$ cat src/rtl/sram_arb_pkg.sv
// sram_arb_pkg: shared encodings for the dual-port SRAM arbiter.
package sram_arb_pkg;
    typedef enum logic [1:0] {IDLE, ISSUE, CAPTURE, ACK} state_e;
    typedef enum logic {PRIO_A, PRIO_B} prio_e;
    localparam logic PORT0 = 1'b0;
    localparam logic PORT1 = 1'b1;
endpackage

$ cat src/rtl/sram_dp_arbiter_if.sv
// sram_dp_arbiter_if: one requester's request/response bundle.
interface sram_dp_arbiter_if #(
    parameter int AW     = 8,
    parameter int DATA_W = 32,
    parameter int MASK_W = 4
);
    logic              req;
    logic              we;
    logic              ack;
    logic [MASK_W-1:0] wmask;
    logic [AW-1:0]     addr;
    logic [DATA_W-1:0] wdata;
    logic [DATA_W-1:0] rdata;
    modport master (output req, we, wmask, addr, wdata, input ack, rdata);
    modport slave (input req, we, wmask, addr, wdata, output ack, rdata);
endinterface

$ cat src/rtl/sram_arb_req_fsm.sv
// sram_arb_req_fsm: per-requester issue/capture/ack sequencer with read-data capture.
module sram_arb_req_fsm
    import sram_arb_pkg::*;
#(
    parameter int DATA_W = 32
) (
    input  logic              clk,
    input  logic              rst_n,
    input  logic              grant,
    input  logic              port_i,
    input  logic [DATA_W-1:0] din0,
    input  logic [DATA_W-1:0] din1,
    output logic              idle,
    sram_dp_arbiter_if.slave  rq
);
    state_e            state_q, state_d;
    logic              port_q, port_d;
    logic              we_q, we_d;
    logic [DATA_W-1:0] rdata_q, rdata_d;
    logic              take;

    assign take = state_q == IDLE && grant;

    always_comb begin
        state_d = state_q == IDLE    ? (grant ? ISSUE : IDLE) :
                  state_q == ISSUE   ? CAPTURE :
                  state_q == CAPTURE ? ACK : IDLE;
        port_d  = take ? port_i : port_q;
        we_d    = take ? rq.we : we_q;
        // macro output is valid for the whole CAPTURE cycle, so latch at its end
        rdata_d = (state_q == CAPTURE && !we_q) ? (port_q == PORT1 ? din1 : din0) : rdata_q;
    end

    always_ff @(posedge clk or negedge rst_n) begin
        if (!rst_n) begin
            state_q <= IDLE;
            port_q  <= PORT0;
            we_q    <= 1'b0;
            rdata_q <= '0;
        end else begin
            state_q <= state_d;
            port_q  <= port_d;
            we_q    <= we_d;
            rdata_q <= rdata_d;
        end
    end

    assign idle     = state_q == IDLE;
    assign rq.ack   = state_q == ACK;
    assign rq.rdata = rdata_q;
endmodule

$ cat src/rtl/sram_dp_arbiter.sv
// sram_dp_arbiter: shares one dual-port SRAM macro (RW port 0, R port 1) between requesters A and B
// with round-robin contention, same-address read-during-write deferral and registered macro drivers.
module sram_dp_arbiter
    import sram_arb_pkg::*;
#(
    parameter int  NO_OF_ROWS = 256,
    parameter int  DATA_W     = 32,
    parameter int  MASK_W     = DATA_W / 8,
    localparam int AW         = $clog2(NO_OF_ROWS)
) (
    input  logic              wb_clk_i,
    input  logic              wb_rst_n_i,
    input  logic              a_req_i,
    input  logic              b_req_i,
    input  logic              a_we_i,
    input  logic              b_we_i,
    input  logic [MASK_W-1:0] a_wmask_i,
    input  logic [MASK_W-1:0] b_wmask_i,
    input  logic [AW-1:0]     a_addr_i,
    input  logic [AW-1:0]     b_addr_i,
    input  logic [DATA_W-1:0] a_wdata_i,
    input  logic [DATA_W-1:0] b_wdata_i,
    output logic              a_ack_o,
    output logic              b_ack_o,
    output logic [DATA_W-1:0] a_rdata_o,
    output logic [DATA_W-1:0] b_rdata_o,
    output logic              ram_clk0,
    output logic              ram_clk1,
    output logic              ram_csb0,
    output logic              ram_csb1,
    output logic              ram_web0,
    output logic [MASK_W-1:0] ram_wmask0,
    output logic [AW-1:0]     ram_addr0,
    output logic [AW-1:0]     ram_addr1,
    output logic [DATA_W-1:0] ram_dout0,
    input  logic [DATA_W-1:0] ram_din0,
    input  logic [DATA_W-1:0] ram_din1
);
    sram_dp_arbiter_if #(.AW(AW), .DATA_W(DATA_W), .MASK_W(MASK_W)) ia ();
    sram_dp_arbiter_if #(.AW(AW), .DATA_W(DATA_W), .MASK_W(MASK_W)) ib ();

    assign ia.req   = a_req_i;
    assign ia.we    = a_we_i;
    assign ia.wmask = a_wmask_i;
    assign ia.addr  = a_addr_i;
    assign ia.wdata = a_wdata_i;
    assign ib.req   = b_req_i;
    assign ib.we    = b_we_i;
    assign ib.wmask = b_wmask_i;
    assign ib.addr  = b_addr_i;
    assign ib.wdata = b_wdata_i;
    assign a_ack_o   = ia.ack;
    assign a_rdata_o = ia.rdata;
    assign b_ack_o   = ib.ack;
    assign b_rdata_o = ib.rdata;

    prio_e             prio_q, prio_d;
    logic              a_idle, b_idle, ca, cb, ww, mix, hz;
    logic              ga, gb, pa, pb, a0, b0, a1, b1;
    logic              csb0_q, csb0_d, csb1_q, csb1_d, web0_q, web0_d;
    logic [MASK_W-1:0] wmask0_q, wmask0_d;
    logic [AW-1:0]     addr0_q, addr0_d, addr1_q, addr1_d;
    logic [DATA_W-1:0] dout0_q, dout0_d;

    assign ca  = a_idle && ia.req;
    assign cb  = b_idle && ib.req;
    assign ww  = ia.we && ib.we;
    assign mix = ia.we != ib.we;
    assign hz  = mix && ia.addr == ib.addr;

    always_comb begin
        ga     = ca;
        gb     = cb;
        pa     = ia.we ? PORT0 : PORT1;
        pb     = ib.we ? PORT0 : PORT1;
        prio_d = prio_q;
        if (ca && cb) begin
            if (ww) begin
                ga     = prio_q == PRIO_A;
                gb     = prio_q == PRIO_B;
                prio_d = prio_q == PRIO_A ? PRIO_B : PRIO_A;
            end else if (hz) begin
                // the reader retries next cycle so it observes the freshly written word
                ga     = ia.we;
                gb     = ib.we;
                prio_d = ia.we ? PRIO_B : PRIO_A;
            end else if (!mix) begin
                pa = prio_q == PRIO_A ? PORT1 : PORT0;
                pb = prio_q == PRIO_A ? PORT0 : PORT1;
            end
        end
    end

    assign a0 = ga && pa == PORT0;
    assign b0 = gb && pb == PORT0;
    assign a1 = ga && pa == PORT1;
    assign b1 = gb && pb == PORT1;

    always_comb begin
        csb0_d   = !(a0 || b0);
        csb1_d   = !(a1 || b1);
        web0_d   = a0 ? !ia.we : b0 ? !ib.we : 1'b1;
        wmask0_d = a0 ? ia.wmask : b0 ? ib.wmask : wmask0_q;
        addr0_d  = a0 ? ia.addr : b0 ? ib.addr : addr0_q;
        dout0_d  = a0 ? ia.wdata : b0 ? ib.wdata : dout0_q;
        addr1_d  = a1 ? ia.addr : b1 ? ib.addr : addr1_q;
    end

    always_ff @(posedge wb_clk_i or negedge wb_rst_n_i) begin
        if (!wb_rst_n_i) begin
            prio_q   <= PRIO_A;
            csb0_q   <= 1'b1;
            csb1_q   <= 1'b1;
            web0_q   <= 1'b1;
            wmask0_q <= '0;
            addr0_q  <= '0;
            addr1_q  <= '0;
            dout0_q  <= '0;
        end else begin
            prio_q   <= prio_d;
            csb0_q   <= csb0_d;
            csb1_q   <= csb1_d;
            web0_q   <= web0_d;
            wmask0_q <= wmask0_d;
            addr0_q  <= addr0_d;
            addr1_q  <= addr1_d;
            dout0_q  <= dout0_d;
        end
    end

    sram_arb_req_fsm #(.DATA_W(DATA_W)) u_fsm_a (
        .clk    (wb_clk_i),
        .rst_n  (wb_rst_n_i),
        .grant  (ga),
        .port_i (pa),
        .din0   (ram_din0),
        .din1   (ram_din1),
        .idle   (a_idle),
        .rq     (ia.slave)
    );

    sram_arb_req_fsm #(.DATA_W(DATA_W)) u_fsm_b (
        .clk    (wb_clk_i),
        .rst_n  (wb_rst_n_i),
        .grant  (gb),
        .port_i (pb),
        .din0   (ram_din0),
        .din1   (ram_din1),
        .idle   (b_idle),
        .rq     (ib.slave)
    );

    assign ram_clk0   = wb_clk_i;
    assign ram_clk1   = wb_clk_i;
    assign ram_csb0   = csb0_q;
    assign ram_csb1   = csb1_q;
    assign ram_web0   = web0_q;
    assign ram_wmask0 = wmask0_q;
    assign ram_addr0  = addr0_q;
    assign ram_addr1  = addr1_q;
    assign ram_dout0  = dout0_q;
endmodule

$ cat config.mk
export PLATFORM = sky130hd
export DESIGN_NAME = sram_dp_arbiter
export DESIGN_NICKNAME = d
export VERILOG_FILES = /design/src/rtl/sram_arb_pkg.sv /design/src/rtl/sram_dp_arbiter_if.sv /design/src/rtl/sram_arb_req_fsm.sv /design/src/rtl/sram_dp_arbiter.sv
export SDC_FILE = /design/constraint.sdc
export NUM_CORES = 1
export LEC_CHECK = 0
export CAP_MARGIN = 20
export CELL_PAD_IN_SITES_DETAIL_PLACEMENT = 1
export CELL_PAD_IN_SITES_GLOBAL_PLACEMENT = 2
export CORE_ASPECT_RATIO = 0.7
export CORE_MARGIN = 8
export CORE_UTILIZATION = 24
export CTS_CLUSTER_SIZE = 20
export DETAILED_ROUTE_END_ITERATION = 6
export HOLD_SLACK_MARGIN = 0.08
export PLACE_DENSITY_LB_ADDON = 0.1
export RECOVER_POWER = 25
export SLEW_MARGIN = 20
export SYNTH_ARGS = -nofsm -noshare
export SYNTH_HDL_FRONTEND = slang
export SYNTH_SLANG_ARGS = --single-unit
$ cat constraint.sdc
create_clock -name wb_clk_i -period 2.45 [get_ports wb_clk_i]
set_input_delay 0.245 -clock wb_clk_i [delete_from_list [all_inputs] [get_ports wb_clk_i]]
set_output_delay 0.245 -clock wb_clk_i [all_outputs]
set_load 0.01 [all_outputs]
# [Yosys cells after proc, flatten, opt, wreduce, memory -nomap -nowiden]
# Cells that the tools add are included.
# W data, S select, Z words.
[totals] out_inout_bits=123 inputBits=158 regBits=128
[classes] n_bitwise=3 n_reduce_logical=27 n_eq_ne=8 muxes=41
[ops] cell="$mux W32" n=4
[ops] cell="$mux W8" n=4
[ops] cell="$mux W1" n=25
[ops] cell="$logic_and A1 B1 Y1" n=13
[ops] cell="$mux W2" n=6
[ops] cell="$eq A2 B2 Y1 const B" n=4
[ops] cell="$eq A8 B8 Y1" n=1
[ops] cell="$mux W4" n=2
[ops] cell="$logic_not A1 Y1" n=6
[ops] cell="$reduce_bool A2 Y1" n=3
[ops] cell="$eq A2 B1 Y1 const B" n=2
[ops] cell="$logic_not A2 Y1" n=2
[ops] cell="$not A1 Y1" n=3
[ops] cell="$logic_or A1 B1 Y1" n=2
[ops] cell="$reduce_and A2 Y1" n=1
[ops] cell="$ne A1 B1 Y1" n=1

# [Logic depth before layout (Yosys ltp)]
[depth] depth_word=9 mapped_depth=9 mapped_depth_nobuf=7

# [Modules after synthesis]
# Synthesis repeated with hierarchy kept, for this count alone.
[unflattened] hier_cells=481 area_unflattened_um2=7115.6
[by_module_without_submodules] module="sram_arb_req_fsm" cells_each=119 area_each_um2=2009.4 instances=2
[by_module_without_submodules] module="sram_dp_arbiter" cells_each=243 area_each_um2=3096.7 instances=1

==> flow_metrics.env <==
export IMPL_status="finished, final reports clean"
export IMPL_grt_ovfl_total=0
export IMPL_holdBufCountCts=1
export IMPL_grt_usage_pct=16.40
export IMPL_synth_compound_area_share_pct=15.74
export IMPL_synthCells=650
export IMPL_cts_clk_slew_worst_paths_ps=60
export IMPL_grt_antenna_before_repair=1
export IMPL_fmax_mhz=452.7
export IMPL_synthMuxAreaShare_pct=10.85
export IMPL_cts_resized=0
export IMPL_nets=1098
export IMPL_die_w_microns=206.8
export IMPL_swShare_pct=35.08
export IMPL_r2r_setup_slack_ps=240
export IMPL_postCtsSetupBuffers=0
export IMPL_synth_ff_type="dfrtp_1"
export IMPL_use_met1_pct=19.36
export IMPL_slew_headroom_pct=12.01
export IMPL_yosys_cell_types_count=39
export IMPL_synth_seq_cells=128
export IMPL_critical_path_cell_chain="inv_1 > ha_1 > nand4_1 > nor4_1 > buf_4 > or3_1 > or3b_1 > a31oi_1"
export IMPL_placed_area_sq_um=9454
export IMPL_initial_utilization_pct=24.09
export IMPL_dp_hpwl_microns=18280
export IMPL_fin_ws_ps=241.1
export IMPL_final_area_sq_um=10170
export IMPL_worst_r2r_cell_count=8
export IMPL_maxSlewViolCount=0
export IMPL_worstMarginPinSlew_ps=1320
export IMPL_drt_iter0_drc=175
export IMPL_synth_common_cells="dfrtp_1, nand2_1, a21oi_1"
export IMPL_start_kind="flip-flop"
export IMPL_yosysWarningCount=0
export IMPL_synthAdderAreaFrac_pct=1.433
export IMPL_p_int_mw=8.229
export IMPL_wl_per_cell_microns=19.26
export IMPL_syn_cell_area_sq_um=6113
export IMPL_vias=5840
export IMPL_synth_edf_count=0
export IMPL_setup_viol=0
export IMPL_p_leak_nw=4.306
export IMPL_yosysSeqAreaShare_pct=52.46
export IMPL_finalHoldViolations=0
export IMPL_hp_class="in2reg"
export IMPL_grt_max_degree=52
export IMPL_io_pins=281
export IMPL_die_h_microns=149.5
export IMPL_n_fill_cell=2839
export IMPL_cts_tree="done"
export IMPL_drc=0
export IMPL_power_density_nw_per_um2=1247
export IMPL_drive_gt1_share_pct=7.822
export IMPL_synth_avg_cell_area_sq_um=9.405
export IMPL_yosys_area_share_simple_pct=14.45
export IMPL_rsz0062_at_grt="false"
export IMPL_fin_util_pct=40.06
export IMPL_met3_usage_pct=7.506
export IMPL_worstSkewPairLatency_ps=540
export IMPL_crit_path_end_kind="flip-flop"
export IMPL_synth_largest_area_cell="dfrtp_1"
export IMPL_slowest_delay_ps=540
export IMPL_routed_via_density=4.573
export IMPL_cp_startpoint="u_fsm_a.state_q[0]"
export IMPL_top_usage_layer="met2"
export IMPL_core_area_sq_um=25380
export IMPL_dpl_cell_count=1240
export IMPL_die_area_sq_um=30920
export IMPL_firstDrtPassIters=4
export IMPL_required_ps=2900
export IMPL_n_antenna_cell=0
export IMPL_place_congestion=0.8006
export IMPL_stdcell_count=1277
export IMPL_antenna_left=0
export IMPL_critical_path_endpoint="ram_addr1[6]"
export IMPL_synthTopCellsByArea="dfrtp_1, mux2i_1, a21oi_1, nand2_1, o21ai_0"
export IMPL_fp_row_count=49
export IMPL_yosysTopAreaCellShare_pct=51.17
export IMPL_synth_nets=815
export IMPL_p_sw_mw=4.445
export IMPL_seqPwrFrac_pct=30.5
export IMPL_critPathMaxFanout=11
export IMPL_portBuffers=280
export IMPL_crit_slowest_cell="or3_1"
export IMPL_groute_layer_met2_usage_pct=26.01
export IMPL_r2r_end="ram_addr1[6]"
export IMPL_fin_skew_ps=12.76
export IMPL_wirelength_microns=24600
export IMPL_syn_to_final_growth_pct=66.31
export IMPL_rr_startpoint="u_fsm_a.state_q[0]"
export IMPL_async_reset_ff_share_pct=100.0
export IMPL_combPwrFrac_pct=44.7
export IMPL_grt_pass1_wl_microns=38630
export IMPL_dp_slack_ps=-109.8
export IMPL_clockPowerShare_pct=24.8
export IMPL_p_total_mw=12.67
export IMPL_cap_violations=0
export IMPL_fin_crit_sh_pct=90.16
export IMPL_peakVddDrop_v=0.0007058
export IMPL_synth_xor_area_share_pct=1.146
export IMPL_worstSetupPathType="reg2reg"
export IMPL_period_needed_ps=2209
export IMPL_grt_pass1_vias=6655
export IMPL_synth_top_family_by_area="compound AO/OA/AOI/OAI gates"
export IMPL_post_synth_top_count_cell="dfrtp_1"
export IMPL_critical_path_arrival_ps=2660
-- state kept, by name, summed over array words and instances, names as in the netlist --
register,flops
prio_q,1
ram_addr0,8
ram_addr1,8
ram_csb0,1
ram_csb1,1
ram_dout0,32
ram_web0,1
ram_wmask0,4
u_fsm_a.port_q,1
u_fsm_a.rq.rdata,32
u_fsm_a.state_q,2
u_fsm_a.we_q,1
u_fsm_b.port_q,1
u_fsm_b.rq.rdata,32
u_fsm_b.state_q,2
u_fsm_b.we_q,1
-- stage by stage --
| step | TNS (ps) | hold slack, ps |
|---|---|---|
| after floorplan | 0 | -50.59 |
| after global placement | -166.7 | 216.9 |
| after detailed placement | -700.6 | 225.5 |
| after CTS | 0 | 223.0 |
| after global routing | 0 | 284.8 |
| final | 0 | 281.5 |
-- cells by family after synthesis --
family,after synthesis
AOI/OAI and AO/OA,184
xor gates and xnor gates,8
adders and majority gates,7
buffers and inverters,54
DFF,128
muxes,66
and+or+nand+nor,203
-- area by class of cell --
type                       instances  area (sq um)  area share [%]
sequential                       128          3209           31.57
clock inverter                    11         162.7           1.600
multi-input combinational        468          2698           26.53
tap                              331         414.1           4.073
inverter                           5         18.77          0.1846
clock buffer                      27         570.5           5.612
timing repair buffer             307          3094           30.43
-- cells in the final DEF (no fill, tap or decap), types with 2 or more instances in the layout --
| master | Yosys | layout |
|---|---|---|
| dfstp_2 | 3 | 3 |
| o21ai_0 | 67 | 67 |
| or3b_1 | 8 | 8 |
| a21o_1 | 2 | 2 |
| dfrtp_1 | 125 | 123 |
| buf_12 | 0 | 8 |
| or3_1 | 2 | 2 |
| bufinv_16 | 0 | 4 |
| nor3_1 | 8 | 8 |
| dfrtp_2 | 0 | 2 |
| clkinv_2 | 0 | 5 |
| and2_1 | 3 | 3 |
| ha_1 | 7 | 7 |
| a31oi_1 | 8 | 8 |
| clkbuf_1 | 25 | 4 |
| nand2_1 | 113 | 113 |
| nor4_1 | 3 | 2 |
| a21oi_1 | 89 | 89 |
| mux2i_1 | 64 | 64 |
| mux2_1 | 2 | 2 |
| clkbuf_16 | 0 | 21 |
| nor2_1 | 50 | 50 |
| or2_1 | 3 | 3 |
| nand3_1 | 2 | 2 |
| clkdlybuf4s50_1 | 0 | 279 |
| inv_1 | 5 | 5 |
| buf_4 | 3 | 19 |
| nand2b_2 | 0 | 2 |
| xnor2_1 | 8 | 8 |
| o21ai_1 | 11 | 10 |
| nand4_1 | 2 | 2 |
| clkinv_4 | 0 | 2 |
-- worst max-delay path: cells and delay by family, from the launching register on --
family	cells	cell delay, ps
AO/OA/AOI/OAI	1	190
adder cells (fa/ha/maj)	1	240
buffers and inverters	2	230
flip-flops	1	350
AND/OR/NAND/NOR	4	1130
-- worst min-delay path by stage --
stage                      start       endpoint  cells after the start
finish              a_wdata_i[8]   ram_dout0[8]                      3
global route        a_wdata_i[1]   ram_dout0[1]                      3
CTS                   wb_rst_n_i  ram_dout0[18]                      2
detailed placement    wb_rst_n_i  ram_dout0[18]                      1
global placement      wb_rst_n_i  ram_dout0[23]                      1
floorplan             wb_rst_n_i         prio_q                      0
-- per-layer routing --
| layer | vias to the layer above | wire length (microns) |
|---|---|---|
| met4 | 2 | 446 |
| met1 | 2847 | 10430 |
| met2 | 157 | 11590 |
| met3 | 33 | 2115 |
| met5 | - | 13 |
| li1 | 2801 | - |
-- power by group through the flow --
| stage | sequential, mW | clock (mW) | combinational, mW |
|---|---|---|---|
| after CTS | 3.89 | 3.24 | 5.81 |
| after global placement | 3.86 | 0.0830 | 5.65 |
| after detailed placement | 3.91 | 0.0830 | 5.79 |
| after global routing | 4.02 | 3.32 | 6.23 |
| final | 3.87 | 3.15 | 5.66 |
| after floorplan | 4.19 | 0.0673 | 2.10 |
Power figures use the tool's default switching activity.
==> variant 1: new RTL, same flow settings <==
The parameter `NO_OF_ROWS` goes from 256 to 128.
--- a/src/rtl/sram_dp_arbiter.sv
+++ b/src/rtl/sram_dp_arbiter.sv
@@ -3,7 +3,7 @@
 module sram_dp_arbiter
     import sram_arb_pkg::*;
 #(
-    parameter int  NO_OF_ROWS = 256,
+    parameter int  NO_OF_ROWS = 128,
     parameter int  DATA_W     = 32,
     parameter int  MASK_W     = DATA_W / 8,
     localparam int AW         = $clog2(NO_OF_ROWS)
Interface: changed (resized a_addr_i, b_addr_i, ram_addr0 and ram_addr1); port bits go from 281 to 277. The function was not compared with the original's and may differ.
==> variant 1 against the original RTL <==
Via count fell by 0.80%. Setup slack got worse by 0.037 ns. First-iteration DRC count fell by 1.1%. Final area fell by 1.6%. Wire length rose by 0.39%. Sequential power fell by 1%. Maximum frequency fell by 1.6%. Power fell by 1.4%. Die area fell by 1.9%. Sequential cell count fell by 2. Sequential share of layout area barely moved. Synthesized area fell by 2.1%.
==> variant 1: results (changes against the original RTL) <==
** Routing
- Detailed route wirelength on metal3 :: 1.48 mm (-30%)
- DR iter-0 viols :: 173 (-1.1%)
- Met2 wire length :: 11.9 mm (+2.9%)
- Routed via count :: 5793 (-0.80%)
- Met1 Wirelength :: 10.9 mm (+4.4%)
- The highest metal layer carrying signal wires in the routed design is met5.
- Ratio of routed vias to standard cells :: 4.62 (+1.0%)

** Synthesis
- The number of different library cells in the post-synthesis netlist came to 45 (+15%).
- The proportion of netlist area held by the largest area contributor was 0.514 (+0.00244).
- Most common library cells after synthesis :: nand2_1 (154), dfrtp_1 (123), o21ai_0 (73), mux2i_1 (64), a31oi_1 (51)
- In the post-synthesis netlist, the biggest area contributors are dfrtp_1 (51%), mux2i_1 (11%), nand2_1 (9.7%).
- The post-synthesis instance total came to 636 (-2.2%).
- Flops & latches, synth :: 126 (-1.6%)
- The combined area of all synthesized cells came to 5990 um2 (-2.1%).

** Timing
- The post-route minimum period was 2.25 ns (+0.0369 ns).
- Worst-Margin Slew :: 1.42 ns (+0.103 ns)
- The worst hold-check slack is 0.274 ns (-0.00763 ns).
- Worst Clk Skew :: 0.0126 ns (-0.000202 ns)

** Global routing
- Number of antenna violations at the first check in global routing :: 2 (+1)
- Global-route wire length before repair :: 38.6 mm (-0.16%)
- Global Route met3 Usage :: 0.0474 (-0.0277)
- The largest net degree at the start of global routing was 55 (+5.8%).
- The total routing usage reported by global routing was 0.164 (about the same).
- The number of global-route vias before repair came to 6484 (-2.6%).
- Routing usage on met2 :: 0.269 (+0.00938)
- GR Layer Usage met1 :: 0.205 (+0.0110)

** Layout
- The total of plain and repair buffers excluding clock buffers came to 302 (-1.6%).
- The proportion of cell area occupied by multi-input gates came to 0.263 (-0.00218).
- The layout net count is 1079 (-1.7%).
- Signal buffers share of area :: 0.307 (+0.00223)
- The share of final-layout standard cells stronger than drive strength 1 was 0.0797 (+0.00143).
- The layout clock buffer count is 23 (-15%).
- Area fraction of clock buffers and clock inverters :: 0.0707 (-0.00142)
- The filler cell count is 2749 (-3.2%).

** Min path
- The min-delay analysis places its worst path in the category primary input to register.
- Endpoint of the worst hold-timing path :: ram_wmask0[2]$_DFFE_PN0P_

** Worst setup path
- Number of cell instances on the worst register-to-register path :: 7 (-1)
- Maximum fanout count along the critical path :: 9 (-2)
- The biggest cell delay along the critical path is 0.40 ns (-0.14 ns).
- The startpoint identified for the worst register-to-register timing path is u_fsm_b.state_q[0]$_DFF_PN0_.
- In this run the critical register-to-register path is captured at ram_addr1[4]$_DFFE_PN0P_.
- Critical-path top delay cell :: or3b_1

** Placement
- The number of placed instances with taps included was 1217 (-1.9%).
- Number of I/O port buffers :: 276 (-1.4%)
- The cell area reported after detailed placement is 9320 um2 (-1.5%).
- HPWL reported at the end of detailed placement :: 18.5 mm (+1.2%)
- The weighted congestion reported at the end of routability-driven placement came to 0.783 (-2.2%).
- The setup slack at placement was 0.00853 ns (+0.118 ns).

** Pwr
- Leakage power :: 0.00437 uW (+1.5%)
- Power Dens Cells :: 1250 nW/um2 (+0.24%)

** Status
- Status :: finished, final reports clean
## variant 1: changes by cell type in the layout (fill, tap and decap cells not counted), sizes merged, moves of 3 or more
cell / delta
o21ai: -3
inv: +7
or3b: -7
a31oi: +43
clkinvlp: +4
buf: -3
clkdlybuf4s50: -4
nor2: -5
nand3: +7
nand2: +41
nand2b: +4
a21oi: -89
## variant 1: cell families (layout without fill, tap and decap cells)
| kind of cell | Yosys count | count (layout) | share of synthesized area |
|---|---|---|---|
| compound gates | 140 | 140 | 0.136 |
| xor+xnor | 7 | 7 | 0.0102 |
| fa+ha+maj | 7 | 7 | 0.0146 |
| buf+inv | 55 | 348 | 0.0378 |
| flops | 126 | 126 | 0.527 |
| mux | 64 | 64 | 0.107 |
| simple gates | 237 | 237 | 0.167 |
## variant 1: power by group
part	switching (uW)	internal, uW
Combinational	2720	2980
Clock	1120	1840
Sequential	674	3150
Total	4520	7980
==> variant 2: new RTL, same flow settings <==
Made on the original files. Make the reset (`rst_n` and `wb_rst_n_i`) synchronous in 2 clocked blocks.
--- a/src/rtl/sram_arb_req_fsm.sv
+++ b/src/rtl/sram_arb_req_fsm.sv
@@ -31,7 +31,7 @@
         rdata_d = (state_q == CAPTURE && !we_q) ? (port_q == PORT1 ? din1 : din0) : rdata_q;
     end
 
-    always_ff @(posedge clk or negedge rst_n) begin
+    always_ff @(posedge clk) begin
         if (!rst_n) begin
             state_q <= IDLE;
             port_q  <= PORT0;
--- a/src/rtl/sram_dp_arbiter.sv
+++ b/src/rtl/sram_dp_arbiter.sv
@@ -106,7 +106,7 @@
         addr1_d  = a1 ? ia.addr : b1 ? ib.addr : addr1_q;
     end
 
-    always_ff @(posedge wb_clk_i or negedge wb_rst_n_i) begin
+    always_ff @(posedge wb_clk_i) begin
         if (!wb_rst_n_i) begin
             prio_q   <= PRIO_A;
             csb0_q   <= 1'b1;
Check against the original RTL: differs if wb_rst_n_i is asserted again (counterexample within 4 cycles, from zero or initial values and one cycle with wb_rst_n_i low); with wb_rst_n_i held inactive, the same outputs for 10 cycles.
==> variant 2 against the original RTL <==
Setup slack lost 0.018 ns. Final area fell by 4.0%. Non-clock buffer count is 3 lower. Sequential cell count did not move. Synthesized area shrank 4.8%. Wire length is 0.45% lower. Via count increased by 2.7%. Core utilization up 1.0 points.
Power is not compared: it rests on default switching activity, and its combinational part moved more than twofold at a synthesized area within 25%.
==> variant 2: results (changes against the original RTL) <==
** Global routing
- Routing usage on met2 :: 0.268 (+0.00752)
- Maximum number of pins on one net before global-route repair :: 69 (+33%)
- Total global routing track utilization :: 0.164 (about the same)
- Global Route met3 Usage :: 0.0648 (-0.0103)
- The initial antenna violation count came to 2 (+1).
- GR Layer Usage met1 :: 0.197 (+0.00294)
- The number of global-route vias before repair is 6660 (+0.075%).
- The first-pass GRT wire length came to 38.2 mm (-1.2%).

** Clock network
- The clock reaches the later pin of the worst-skew pair after 0.53 ns.

** Synthesis
- The fraction of synthesis flops using an asynchronous set or reset pin was 0 (-1.00).
- Sorting the synthesized cells by area gives the leading types as dfxtp_1 (44%), mux2i_1 (11%), a211oi_1 (8.3%).
- Number of instances in the synthesized netlist :: 669 (+2.9%)
- The net count after synthesis came to 834 (+2.3%).
- Most common library cells after synthesis :: dfxtp_1 (128), nand2_1 (96), nor2_1 (72), a211oi_1 (64), mux2i_1 (64)
- Count of yosys warnings during synthesis :: 0 (unchanged)
- The number of different library cells in the post-synthesis netlist is 48 (+23%).
- The proportion of synthesized chip area in sequential cells is 0.440 (-0.0843).

** Routing
- The count of routing violations after the opening detailed-route iteration came to 179 (+2.3%).
- The sum of routed wire length over all layers is 24.5 mm (-0.45%).
- The via count is 5999 (+2.7%).
- The DRC violation count after routing is 0 (unchanged).
- The routed wire length per instance was 19.3 um (+0.41%).
- DRT Pass-1 Iters :: 4 (unchanged)

** Pwr
- VDD sags by at most 0.645 mV.
- Of the total power, the share spent switching nets is 0.246.
- Of the total power, the clock network draws 0.477.
- Comb group :: 1110 uW

** Layout
- The share of final-layout standard cells stronger than drive strength 1 was 0.0844 (+0.00616).
- Filler cell count :: 2685 (-5.4%)
- The antenna diode count is 0 (unchanged).
- The layout net count was 1101 (+0.27%).
- The design area came to 9760 um2 (-4.0%).

** Placement
- The weighted congestion reported at the end of routability-driven placement came to 0.801 (about the same).
- Number of I/O port buffers :: 280 (unchanged)
- Cell Area, Placed :: 9080 um2 (-4.0%)
- HPWL reported at the end of detailed placement :: 18.6 mm (+1.9%)
- The number of placed instances with taps included is 1231 (-0.73%).
- The setup slack at placement is -0.0581 ns (+0.0517 ns).

** Status
- Status :: finished, final reports clean

** Timing
- The worst-case setup margin in the final layout was 0.223 ns (-0.0184 ns).
- The worst hold-check slack was 0.286 ns (+0.00481 ns).
- The relative slew slack was 0.163 (+0.0430).
- Worst Clk Skew :: 0.00542 ns (-0.00734 ns)

** Worst setup path
- Flop2flop setup slack :: 0.22 ns (-0.02 ns)
- The peak fanout along the critical path was 9 (-2).
- The data arrival time at the worst-slack endpoint was 2.65 ns (about the same).

** Min path
- Class of the tightest hold or removal check :: primary input to register
variant 2: logic make-up after synthesis:
logic type | after synthesis | share of synthesized area
AOI/OAI and AO/OA | 187 | 0.210
xor gates and xnor gates | 8 | 0.0120
adders and majority gates | 7 | 0.0150
buffers and inverters | 68 | 0.0540
DFF | 128 | 0.440
muxes | 64 | 0.110
and+or+nand+nor | 207 | 0.159
variant 2: per-layer routing:
| metal | vias to the layer above | share of wire |
|---|---|---|
| li1 | 2934 | - |
| met1 | 2877 | 0.44 |
| met2 | 156 | 0.47 |
| met3 | 28 | 0.072 |
| met4 | 4 | 0.016 |
| met5 | - | 0.0011 |
variant 2: layout make-up:
| cell class | count | area share |
|---|---|---|
| Inverter | 6 | 0.00231 |
| Tap cell | 318 | 0.0408 |
| Clock buffer | 32 | 0.0645 |
| Clock inverter | 5 | 0.0103 |
| Multi-Input combinational cell | 473 | 0.304 |
| Timing Repair Buffer | 304 | 0.315 |
| Sequential cell | 128 | 0.263 |
variant 2: path summary, 6_finish.rpt:
kind                                       from                         end  cells past startpoint
hold reg to reg      ram_dout0[27]$_SDFFE_PN0P_  ram_dout0[27]$_SDFFE_PN0P_                      2
hold / removal                    b_wdata_i[10]  ram_dout0[10]$_SDFFE_PN0P_                      3
setup / recovery  u_fsm_a.state_q[1]$_SDFF_PP0_   ram_addr1[7]$_SDFFE_PN0P_                      7
setup reg to reg  u_fsm_a.state_q[1]$_SDFF_PP0_   ram_addr1[7]$_SDFFE_PN0P_                      7
variant 2: worst max-delay path, cell delays in order (launching register included):
cell and delay (ns):
dfxtp_1 0.36, inv_1 0.06, ha_1 0.24, and4_4 0.21, and3_4 0.19, or3_1 0.40, or2_1 0.37, a311oi_1 0.29
variant 2: repair_timing:
item	CTS	global route
hold buffers	0	0
endpoints found under the setup margin	0	1
resized for setup	0	1
